===== config.mk =====
export PLATFORM = sky130hd
export DESIGN_NAME = sprite_palette_lut
export DESIGN_NICKNAME = d
export VERILOG_FILES = /design/src/rtl/sprite_palette_pkg.sv /design/src/rtl/sprite_palette_lut_flash_ctrl.sv /design/src/rtl/sprite_palette_lut.sv
export SDC_FILE = /design/constraint.sdc
export NUM_CORES = 1
export LEC_CHECK = 0
export ABC_AREA = 1
export BUFFER_PORTS_ARGS = -buffer_cell sky130_fd_sc_hd__buf_2
export CAP_MARGIN = 5
export CORE_MARGIN = 2
export CORE_UTILIZATION = 34
export CTS_BUF_LIST = sky130_fd_sc_hd__clkbuf_8
export DETAILED_ROUTE_END_ITERATION = 12
export GPL_TIMING_DRIVEN = 0
export PLACE_DENSITY = 0.52
export SLEW_MARGIN = 40
export SYNTH_ARGS = -nofsm -noshare
export SYNTH_HDL_FRONTEND = slang
export SYNTH_HIERARCHICAL = 1
export SYNTH_SLANG_ARGS = --single-unit

===== constraint.sdc =====
create_clock -name Clk -period 23.8 [get_ports Clk]
set_input_delay 2.38 -clock Clk [delete_from_list [all_inputs] [get_ports Clk]]
set_output_delay 2.38 -clock Clk [all_outputs]
set_load 0.02 [all_outputs]

===== src/rtl/sprite_palette_pkg.sv =====
// Shared types and helpers for the sprite palette lookup: 12-bit colour
// struct, per-channel inversion used by the flash effect, and the reset ramp.
package sprite_palette_pkg;

    typedef struct packed {
        logic [3:0] r;
        logic [3:0] g;
        logic [3:0] b;
    } rgb12_t;

    function automatic rgb12_t inv_rgb(rgb12_t c);
        rgb12_t o;
        o.r = 4'hF - c.r;
        o.g = 4'hF - c.g;
        o.b = 4'hF - c.b;
        return o;
    endfunction

    // Only the low 4 index bits feed the ramp, so wide palettes repeat it.
    function automatic rgb12_t grey_ramp(int i);
        logic [3:0] n;
        n = 4'(i);
        return '{r: n, g: n, b: n};
    endfunction

endpackage


===== src/rtl/sprite_palette_lut_flash_ctrl.sv =====
// Frame-counted flash phase: toggles every FLASH_FRAMES frame_start pulses
// while enabled, and is parked at phase 0 / count 0 while disabled.
module flash_ctrl #(
    parameter int FLASH_FRAMES = 4
) (
    input  logic Clk,
    input  logic Reset,
    input  logic frame_start_i,
    input  logic flash_en_i,
    output logic flash_phase_o
);

    localparam int CNT_W = (FLASH_FRAMES > 1) ? $clog2(FLASH_FRAMES) : 1;

    logic [CNT_W-1:0] frame_cnt_q;
    logic             phase_q;

    always_ff @(posedge Clk or posedge Reset) begin
        if (Reset) begin
            frame_cnt_q <= '0;
            phase_q     <= 1'b0;
        end else if (!flash_en_i) begin
            frame_cnt_q <= '0;
            phase_q     <= 1'b0;
        end else if (frame_start_i) begin
            // A pulse arriving with the enable edge already counts.
            if (frame_cnt_q == CNT_W'(FLASH_FRAMES - 1)) begin
                frame_cnt_q <= '0;
                phase_q     <= ~phase_q;
            end else begin
                frame_cnt_q <= frame_cnt_q + 1'b1;
            end
        end
    end

    assign flash_phase_o = phase_q;

endmodule


===== src/rtl/sprite_palette_lut.sv =====
// Multi-bank runtime-loadable sprite palette with a 2-stage lookup pipeline,
// frame-synchronous bank switching, transparency flag and flash inversion.
module sprite_palette_lut
    import sprite_palette_pkg::*;
#(
    parameter int INDEX_W         = 4,
    parameter int NUM_BANKS       = 2,
    parameter int TRANSPARENT_IDX = 0,
    parameter int FLASH_FRAMES    = 4,
    localparam int BANK_W         = (NUM_BANKS > 1) ? $clog2(NUM_BANKS) : 1
) (
    input  logic               Clk,
    input  logic               Reset,
    input  logic               in_valid,
    input  logic [INDEX_W-1:0] in_index,
    input  logic               wr_en,
    input  logic [BANK_W-1:0]  wr_bank,
    input  logic [INDEX_W-1:0] wr_index,
    input  logic [11:0]        wr_color,
    input  logic [BANK_W-1:0]  bank_sel,
    input  logic               frame_start,
    input  logic               flash_en,
    output logic [3:0]         red,
    output logic [3:0]         green,
    output logic [3:0]         blue,
    output logic               transparent,
    output logic               out_valid
);

    localparam int NUM_ENT = 2 ** INDEX_W;

    rgb12_t             pal_q [NUM_BANKS][NUM_ENT];
    logic [BANK_W-1:0]  pending_q, active_q;
    logic               s1_vld_q;
    logic [INDEX_W-1:0] s1_idx_q;
    logic [BANK_W-1:0]  s1_bank_q;
    rgb12_t             col_d, col_q;
    logic               trn_d, trn_q, vld_q;
    logic               flash_phase;

    flash_ctrl #(.FLASH_FRAMES(FLASH_FRAMES)) u_flash (
        .Clk           (Clk),
        .Reset         (Reset),
        .frame_start_i (frame_start),
        .flash_en_i    (flash_en),
        .flash_phase_o (flash_phase)
    );

    // Palette storage; reads elsewhere see the pre-edge contents, which gives
    // read-before-write when S2 and a write hit the same entry.
    always_ff @(posedge Clk or posedge Reset) begin
        if (Reset) begin
            for (int b = 0; b < NUM_BANKS; b++)
                for (int i = 0; i < NUM_ENT; i++)
                    pal_q[b][i] <= grey_ramp(i);
        end else if (wr_en && (int'(wr_bank) < NUM_BANKS)) begin
            pal_q[wr_bank][wr_index] <= rgb12_t'(wr_color);
        end
    end

    // Out-of-range selections never reach active_q, so the array index is safe.
    always_ff @(posedge Clk or posedge Reset) begin
        if (Reset) begin
            pending_q <= '0;
            active_q  <= '0;
        end else begin
            pending_q <= bank_sel;
            if (frame_start && (int'(pending_q) < NUM_BANKS))
                active_q <= pending_q;
        end
    end

    always_ff @(posedge Clk or posedge Reset) begin
        if (Reset) begin
            s1_vld_q  <= 1'b0;
            s1_idx_q  <= '0;
            s1_bank_q <= '0;
        end else begin
            s1_vld_q  <= in_valid;
            s1_idx_q  <= in_index;
            s1_bank_q <= active_q;
        end
    end

    // Flash uses the live enable so a disable lands on the very next pixel.
    always_comb begin
        col_d = pal_q[s1_bank_q][s1_idx_q];
        if (flash_en && flash_phase)
            col_d = inv_rgb(col_d);
        if (!s1_vld_q)
            col_d = '0;
        trn_d = s1_vld_q && (s1_idx_q == INDEX_W'(TRANSPARENT_IDX));
    end

    always_ff @(posedge Clk or posedge Reset) begin
        if (Reset) begin
            col_q <= '0;
            trn_q <= 1'b0;
            vld_q <= 1'b0;
        end else begin
            col_q <= col_d;
            trn_q <= trn_d;
            vld_q <= s1_vld_q;
        end
    end

    assign red         = col_q.r;
    assign green       = col_q.g;
    assign blue        = col_q.b;
    assign transparent = trn_q;
    assign out_valid   = vld_q;

endmodule


==> out/qor.yml <==
run_status:
  status: "finished clean"
worst_setup_path:
  reg2reg_to: "red[2]$_DFF_PP0_"
  startpoint_type: "input pin"
  r2r_cells: 12
  endpoint_kind: "flip-flop"
  critPathMaxStageDelay_ns: 0.45
  r2r-start: "s1_bank_q$_DFF_PP0_"
  cp_max_fo: 10
  cpMaxStageDelayCell: "buf_2"
  crit_chain: "buf_2, nand2_1, inv_1, buf_2, nand2_1, clkbuf_1, nand2_1, o21ai_0"
  r2r_setup_slack_ns: 21.18
  cp_common_cell: "nand2_1"
  cp.arrival_ns: 4.17
  path_class: "in -> reg"
  crit_required_ns: 24.32
sta:
  max_slew_margin_pct: 34.1
  hold_viol_final: 0
  worstMarginPinSlew_ns: 0.989
  timing.fmax_mhz: 274
  finalSetupViolCount: 0
  fin_tns_setup_ns: 0
  rsz0062_at_grt: "false"
  fin_worst_skew_ns: 0.0276
  period_share_pct: 15.3
  whs_ns: 0.375
  min_period_ns: 3.65
  final_max_slew_viol_count: 0
global_routing:
  grt_usage_pct: 30.2
  grt_pass1_wl_um: 122000
  grt_pass1_vias: 17200
  antenna_found_initial: 3
  grt_max_degree: 79
  overflow: 0
power:
  p_leak_nw: 10.0
  switching_share_pct: 32.3
  ir_worst_vdd_mv: 0.0471
  p_comb_share_pct: 17.5
  p_sw_mw: 0.648
  p_per_area_nw_per_um2: 91.8
  p_int_mw: 1.36
  power_mw: 2.01
  seqPwrFrac_pct: 47.4
  p_clk_share_pct: 35.1
synthesis:
  ys_seq_area_share_pct: 55.3
  syn-num-nets: 2394
  synth-compound-area-share_pct: 11.0
  syn_area_um2: 18900
  synthCells: 2365
  synthAdderAreaFrac_pct: 0.0661
  synth_top_family_by_area: "simple AND/OR/NAND/NOR gates"
  postSynth.asyncResetShare_pct: 100
  yosys_register_bits: 409
  synth-simple-area-share_pct: 27.5
  synth_xor_area_share_pct: 0
  yosysWarnings: 6
  syn_avg_cell_area_um2: 8.01
  synthFlopType: "dfrtp_1"
  muxShareOfSynthArea_pct: 0.0595
  synth_edf_count: 0
  synth_cell_types: 25
clocking:
  cts_sinks: 409
  cts_tree: "done"
  clk_pin_slew_ns: 0.06
  cts_resized: 0
  clockBufferDepth: 3
  clk_latency_ns: 0.70
  cts_setup_buffers: 0
  root_buffer: "clkbuf_8"
  htreeDepth: 3
  cts_buffers: 75
  cts_hold_buf: 0
run:
  cap_violations: 0
hold_path:
  whs_path_depth: 0
  hp-start: "active_q$_DFFE_PP0P_"
  min_to: "s1_bank_q$_DFF_PP0_"
  min_path_type: "reg -> reg"
drt:
  vias: 18000
  drc: 0
  vias_per_cell: 5.44
  dr.first_iter.drc_count: 2523
  wl_um: 86000
  final_antenna_net_count: 0
  firstDrtPassIters: 6
  avgRoutedWirePerCell_um: 26.0
layout:
  multi_input_area_um2: 7320
  nets: 2520
  drive_gt1_share_pct: 18.4
  syn2layout_area_growth_pct: 15.4
  fin_util_pct: 39.7
  regArea_um2: 10500
  fillers: 5811
placement:
  dpl.hpwl_um: 58400
  gp_congestion: 0.997
  port_buffers: 41
die:
  dieWidth_um: 240
  ios: 42
  dieArea_um2: 57600
  fp.coreArea_um2: 55100
  start_util_pct: 34.4
  rows: 86
  die_h_um: 240
==> per-layer routing <==
layer	part of all wire [%]	global-route usage [%]
met4	6.3	17.8
met3	11	7.53
met5	0	0
met2	41	42.6
met1	42	41.8
==> layout by cell type (no fill, tap or decap), types with 12 or more instances in the layout <==
cell type and n:
a21oi_1 13, buf_2 89, buf_4 20, buf_6 12, clkbuf_1 75, clkbuf_2 27, clkbuf_8 98, clkinv_2 12
dfrtp_1 217, dfstp_2 192, inv_1 83, nand2_1 946, nand3_1 273, nor2_1 69, o21ai_0 384, o21ai_1 14
==> critical path, delay by kind of cell <==
kind                   cells  cell delay, ns
buffers and inverters      4            1.21
AND/OR/NAND/NOR            3            0.49
AO/OA/AOI/OAI              1            0.09
==> kinds of logic after synthesis <==
family	Yosys count
compound gates	414
fa+ha+maj	1
mux	1
simple gates	1294
flops	409
buf+inv	246
==> state kept, by name, indices dropped and copies added (netlist names) <==
register	flops
red	4
s1_bank_q	1
out_valid	1
blue	4
s1_vld_q	1
pending_q	1
s1_idx_q	4
u_flash/flash_phase_o	1
u_flash/frame_cnt_q	2
green	4
active_q	1
transparent	1
pal_q	384
==> power groups by stage <==
stage	combinational (mW)	clock (mW)	sequential, mW
floorplan	0.219	0	0.924
global placement	0.330	0	0.954
detailed placement	0.341	0	0.955
CTS	0.341	0.716	0.947
global route	0.387	0.748	0.961
finish	0.351	0.704	0.950
==> cell usage after synthesis, types with 2 or more instances <==
| master | instances | share of area (%) |
|---|---|---|
| inv_2 | 2 | 0.040 |
| nand2_1 | 946 | 19 |
| or2_2 | 2 | 0.066 |
| buf_4 | 18 | 0.71 |
| o211ai_1 | 3 | 0.12 |
| buf_6 | 11 | 0.65 |
| clkbuf_1 | 101 | 2.0 |
| a21oi_1 | 13 | 0.34 |
| dfstp_2 | 192 | 27 |
| nand3_1 | 273 | 7.2 |
| inv_1 | 60 | 1.2 |
| buf_2 | 44 | 1.2 |
| o21ai_0 | 384 | 10 |
| nor2_1 | 70 | 1.4 |
| dfrtp_1 | 217 | 29 |
| buf_1 | 7 | 0.14 |
| o21ai_1 | 14 | 0.37 |
==> through the flow <==
step	instance area (um^2)	std cells	setup WS [ns]
after floorplan	18900	2365	10.44
after global placement	20100	3154	5.60
after global routing	21900	3302	20.11
after CTS	21800	3300	20.02
after detailed placement	20300	3161	19.26
final	21900	3303	20.15
==> layout make-up <==
type | count | area share (%)
flip-flops and latches | 409 | 47.9
multi-input cells | 1710 | 33.5
clock buffers | 98 | 6.17
plain buffers | 182 | 4.29
well taps | 748 | 4.28
repair buffers | 49 | 1.69
inverters | 64 | 1.16
clock inverters | 41 | 0.979
diodes | 2 | 0.0229
==> how the worst max path moves through the flow <==
stage,start,to,depth (start not counted)
floorplan,Reset,active_q$_DFFE_PP0P_,1
global placement,Reset,pal_q[311]$_DFFE_PP0P_,2
detailed placement,wr_en,pal_q[279]$_DFFE_PP1P_,7
CTS,wr_en,pal_q[279]$_DFFE_PP1P_,7
global route,wr_en,pal_q[225]$_DFFE_PP0P_,7
finish,wr_bank,pal_q[25]$_DFFE_PP0P_,8
No activity file was read; power rests on OpenSTA's default activity.
